$ cat config.mk
export PLATFORM = sky130hd
export DESIGN_NAME = seq_div_unit
export DESIGN_NICKNAME = d
export VERILOG_FILES = /design/src/rtl/seq_div_unit.sv
export SDC_FILE = /design/constraint.sdc
export NUM_CORES = 1
export LEC_CHECK = 0
export ABC_AREA = 1
export CORE_AREA = 5 5 164 166
export DETAILED_ROUTE_END_ITERATION = 8
export DIE_AREA = 0 0 169 171
export PLACE_DENSITY = 0.91
export SLEW_MARGIN = 20
export SYNTH_ARGS = -nofsm -noshare
export SYNTH_HDL_FRONTEND = slang
export SYNTH_SLANG_ARGS = --single-unit
$ cat constraint.sdc
create_clock -name clk -period 9.3 [get_ports clk]
set_clock_uncertainty 0.1 [all_clocks]
set_input_delay 1.395 -clock clk [delete_from_list [all_inputs] [get_ports clk]]
set_output_delay 1.395 -clock clk [all_outputs]
set_load 0.02 [all_outputs]
$ cat src/rtl/seq_div_unit.sv
// seq_div_unit: multi-cycle restoring divider (DIV/DIVU), remainder->HI, quotient->LO; ports clk, reset, start, isSigned, dividend, divisor -> busy, done, quotient, remainder, divByZero
module seq_div_unit #(
  parameter int n = 32
) (
  input  logic         clk,
  input  logic         reset,
  input  logic         start,
  input  logic         isSigned,
  input  logic [n-1:0] dividend,
  input  logic [n-1:0] divisor,
  output logic         busy,
  output logic         done,
  output logic [n-1:0] quotient,
  output logic [n-1:0] remainder,
  output logic         divByZero
);
  localparam int cw = $clog2(n);
  localparam logic [1:0] st_idle = 2'd0;
  localparam logic [1:0] st_run  = 2'd1;
  localparam logic [1:0] st_done = 2'd2;
  localparam logic [cw-1:0] last = cw'(n - 1);
  logic [1:0]    state;
  logic [cw-1:0] cnt;
  logic [n-1:0]  pr, dq, dm, qr, qr_nx, pr_nx, a_mag, b_mag;
  logic [n:0]    sh, diff;
  logic          sq, sr, a_neg, b_neg;
  always_comb begin
    a_neg = isSigned & dividend[n-1];
    b_neg = isSigned & divisor[n-1];
    a_mag = a_neg ? -dividend : dividend;
    b_mag = b_neg ? -divisor : divisor;
    sh    = {pr, dq[n-1]};
    diff  = sh - {1'b0, dm};
    pr_nx = diff[n] ? sh[n-1:0] : diff[n-1:0];
    qr_nx = {qr[n-2:0], ~diff[n]};
  end
  // partial remainder stays below the divisor magnitude, so n bits hold it between iterations
  assign busy = state == st_run;
  assign done = state == st_done;
  always_ff @(posedge clk or posedge reset) begin
    if (reset) begin
      state     <= st_idle;
      cnt       <= '0;
      pr        <= '0;
      dq        <= '0;
      dm        <= '0;
      qr        <= '0;
      sq        <= 1'b0;
      sr        <= 1'b0;
      quotient  <= '0;
      remainder <= '0;
      divByZero <= 1'b0;
    end else if (state == st_idle) begin
      if (start && divisor == '0) begin
        state     <= st_done;
        quotient  <= '1;
        remainder <= dividend;
        divByZero <= 1'b1;
      end else if (start) begin
        state <= st_run;
        dq    <= a_mag;
        dm    <= b_mag;
        sq    <= a_neg ^ b_neg;
        sr    <= a_neg;
        pr    <= '0;
        qr    <= '0;
        cnt   <= '0;
      end
    end else if (state == st_run) begin
      pr  <= pr_nx;
      dq  <= dq << 1;
      qr  <= qr_nx;
      cnt <= cnt + 1'b1;
      if (cnt == last) begin
        state     <= st_done;
        quotient  <= sq ? -qr_nx : qr_nx;
        remainder <= sr ? -pr_nx : pr_nx;
        divByZero <= 1'b0;
      end
    end else begin
      state <= st_idle;
    end
  end
endmodule

==> results <==
- The number of nets handed over by synthesis was 2,312.
- The run finished with clean final reports.
- Clock-pin slew was measured on the worst setup and hold paths at 60 ps.
- Yosys mapped a number of flops with a built-in enable equal to 0.
- The number of synthesis warnings is 0.
- Counting flops with an async set or reset pin after synthesis yields a share of 1.00.
- The total iterations of the first detailed-routing run is 6.
- The minimum clock period is 4950 ps.
- After the last flow step, the layout net total stands at 2,408.
- The final weighted congestion in routability-driven placement is 0.998.
- The average cell area after synthesis is 6.66 µm².
- The total number of placement rows is 59.
- Counting tap cells, the placed design contains a total of 2,611 instances.
- The number of setup buffers added after CTS is 0.
- Compared with the post-synthesis result, the final layout area differs by 15.8%.
- The upper clock frequency limit is 0.202 GHz.
- After synthesis the netlist holds a flip-flop and latch count of 201.
- The arrival time reported for the critical path endpoint is 5250 ps.
- The total of buffers placed on input and output ports is 134.
- At the pin with the least slew margin, the transition time is 1060 ps.
- The die covers 28,900 µm².
- The total routing usage reported by global routing is 0.314.
- The die boundary width is 169 µm.
- The layout has 2,124 filler cells.
- The post-synthesis instance total is 2,205.
- The root buffer cell chosen for the clock tree is sky130_fd_sc_hd__clkbuf_16.
- The final hold violation count was 0.
- The master of the slowest instance on the critical path is sky130_fd_sc_hd__fa_1.
- TritonCTS built the clock tree.
- The worst slew margin relative to its limit is 0.287.
- The endpoint class of the critical path is a flop.
- The total count of max-transition violations in the final report came to 0.
- The number of antenna diodes in the final layout is 0.
- The number of global-route vias before repair came to 14,500.
- The aggregate negative setup slack is 0 ps.
- The max-capacitance violation count is 0.
- The most frequent cell after synthesis is sky130_fd_sc_hd__nand2_1.
- The die boundary height is 171 µm.
- In the final routed layout, each cell accounts on average for 17.6 µm.
- Wires add up to 46,800 µm.
- The highest fanout seen on the critical path is 41.
- The number of antenna violations at the first check in global routing is 0.
- The share of layout cells above drive strength 1 is 0.0677.
- Counting along the longest clock path gives a buffer depth of 3.
- Of the available clock period, the critical path in the final layout requires 0.532.
- By area the synthesized netlist is led by sky130_fd_sc_hd__dfrtp_1 (34%), sky130_fd_sc_hd__nand2_1 (15%), sky130_fd_sc_hd__inv_1 (8.4%).
- Synthesis instantiated 50 different standard cells from the library.
- Setup repair after global routing left no endpoint under its margin.
- STA classifies the critical path startpoint as a flop.
- In this run the remaining antenna-violating nets after routing total 0.
- The post-synthesis instance area is 14,700 µm².
- Entering global routing, the biggest net connects 123 pins.
- For the worst-skew pair, the clock arrives at the later sink with an insertion delay of 530 ps.
- The number of buffers created by CTS is 23.
- After the flow finishes, the layout carries non-filler instances totaling 2,653.
- In the routed layout, each cell is associated on average with a via count of 5.83.
- The initial utilization of the core area, before any placement, comes to 0.576.
- The total area of multi-input combinational cells is 8010 µm².
- The initial detailed-routing violation count is 1,702.
- In the routed design, unresolved DRC markers number 0.
- 135 I/O pins were placed.
- Setup violations remaining at the end of the flow were counted as 0.
- The total number of H-tree levels is 1.
- By count the netlist is led by sky130_fd_sc_hd__nand2_1 (605), sky130_fd_sc_hd__inv_1 (329), sky130_fd_sc_hd__nor2_1 (235).
- The sink count of the clock tree is 201.
- The combined flip-flop and latch cell area is 5030 µm².
- The estimated wirelength of the detail-placed design is 34,500 µm.
- The via count of the routed design is 15,500.
- The largest total area in the synthesized netlist belongs to sky130_fd_sc_hd__dfrtp_1.
- The critical path in this run is classified as reg2reg.
- The share of synthesized area occupied by flip-flops and latches is 0.343.
- The global-route wire length before repair is 74,200 µm.
- The endpoint required time on the critical path is 9610 ps.
- The largest incremental delay on the critical path is 410 ps.
- The total area inside the core boundary comes to 25,500 µm².
- The post-cts sizing count is 0.
- Global routing finished with a remaining overflow of 0.
- The number of hold buffers added after CTS was 0.
- The share of Yosys cell area claimed by the top area cell type is 0.343.
- The worst hold path belongs to the class reg2reg.
- The most common flop cell mapped by yosys is sky130_fd_sc_hd__dfrtp_1.
final cells by class:
cell class                      count  share of cell area
Sequential cell                   201               0.296
Clock buffer                       31              0.0386
Timing Repair Buffer              145              0.0840
Clock inverter                     11              0.0103
Inverter                          337              0.0750
Tap cell                          335              0.0247
Multi-Input combinational cell   1593               0.472
flip-flops by register name, indices dropped and copies added (netlist names):
name       cells
sq             1
dq            32
dm            32
sr             1
qr            31
divByZero      1
state          2
cnt            5
quotient      32
pr            32
remainder     32
critical path: cells and delay by family (launching register included):
kind | cells | cell delay (ps)
XOR/XNOR | 1 | 170
flip-flops | 1 | 350
AO/OA/AOI/OAI | 2 | 280
AND/OR/NAND/NOR | 19 | 2670
adder cells (fa/ha/maj) | 3 | 910
buffers and inverters | 4 | 320
path summary, 6_finish.rpt:
kind | from | endpoint | slack [ps] | cells after the start
setup / recovery | dq[31] | quotient[30] | 4350 | 29
hold / removal | dm[13] | dm[13] | 390 | 2
setup reg to reg | dq[31] | quotient[30] | 4350 | 29
hold reg to reg | dm[13] | dm[13] | 390 | 2
max in group asynchronous | reset | dm[25] | 6460 | 3
min in group asynchronous | reset | dq[23] | 1330 | 2
placed cells by master (no fill, tap or decap), types with 4 or more instances in the layout:
cell type / n
sky130_fd_sc_hd__nand3_2: 4
sky130_fd_sc_hd__a22oi_1: 7
sky130_fd_sc_hd__clkdlybuf4s50_1: 134
sky130_fd_sc_hd__nor2_2: 16
sky130_fd_sc_hd__nand3_1: 158
sky130_fd_sc_hd__nand3b_1: 7
sky130_fd_sc_hd__ha_1: 38
sky130_fd_sc_hd__dfrtp_1: 201
sky130_fd_sc_hd__bufinv_16: 4
sky130_fd_sc_hd__o21ai_1: 5
sky130_fd_sc_hd__o211ai_1: 7
sky130_fd_sc_hd__nand4_1: 24
sky130_fd_sc_hd__nor2_4: 4
sky130_fd_sc_hd__o221ai_1: 4
sky130_fd_sc_hd__clkbuf_16: 23
sky130_fd_sc_hd__xor2_1: 45
sky130_fd_sc_hd__inv_2: 5
sky130_fd_sc_hd__nor3_1: 18
sky130_fd_sc_hd__or2_2: 5
sky130_fd_sc_hd__a21oi_1: 71
sky130_fd_sc_hd__nand2_1: 604
sky130_fd_sc_hd__inv_1: 327
sky130_fd_sc_hd__clkbuf_8: 5
sky130_fd_sc_hd__clkinv_2: 5
sky130_fd_sc_hd__a21oi_2: 8
sky130_fd_sc_hd__xnor2_1: 13
sky130_fd_sc_hd__nor4_1: 9
sky130_fd_sc_hd__nand2_4: 11
sky130_fd_sc_hd__o21ai_0: 128
sky130_fd_sc_hd__o22ai_1: 69
sky130_fd_sc_hd__buf_4: 10
sky130_fd_sc_hd__a31oi_1: 31
sky130_fd_sc_hd__nor2_1: 233
sky130_fd_sc_hd__nand2_2: 48
sky130_fd_sc_hd__o31ai_1: 4
through the flow:
stage | setup WS (ps) | utilization | hold slack, ps | instance area, µm²
after floorplan | 2320 | - | 349 | 14700
after global placement | 4400 | 0.634 | 365 | 16200
after detailed placement | 4200 | 0.634 | 368 | 16200
after CTS | 4420 | 0.667 | 388 | 17000
after global routing | 3890 | 0.667 | 408 | 17000
final | 4350 | 0.667 | 388 | 17000
cell families (layout without fill, tap and decap cells):
family          Yosys count  after routing  synth area share
flops                   201            201             0.343
xor+xnor                 58             58            0.0346
fa+ha+maj                39             39            0.0338
buf+inv                 411            524             0.113
simple gates           1146           1146             0.338
compound gates          348            348             0.137
mux                       2              2           0.00136
per-layer routing:
metal | up-vias | track usage | routed length, µm
met5 | - | 0 | 0
met4 | 0 | 0.135 | 2420
met3 | 178 | 0.0518 | 3730
met2 | 796 | 0.523 | 22000
met1 | 7248 | 0.408 | 18700
li1 | 7249 | - | -
Power is left out: the tool's default activity adds up to more than one toggle a clock period on the data nets, which glitch-free logic cannot reach.
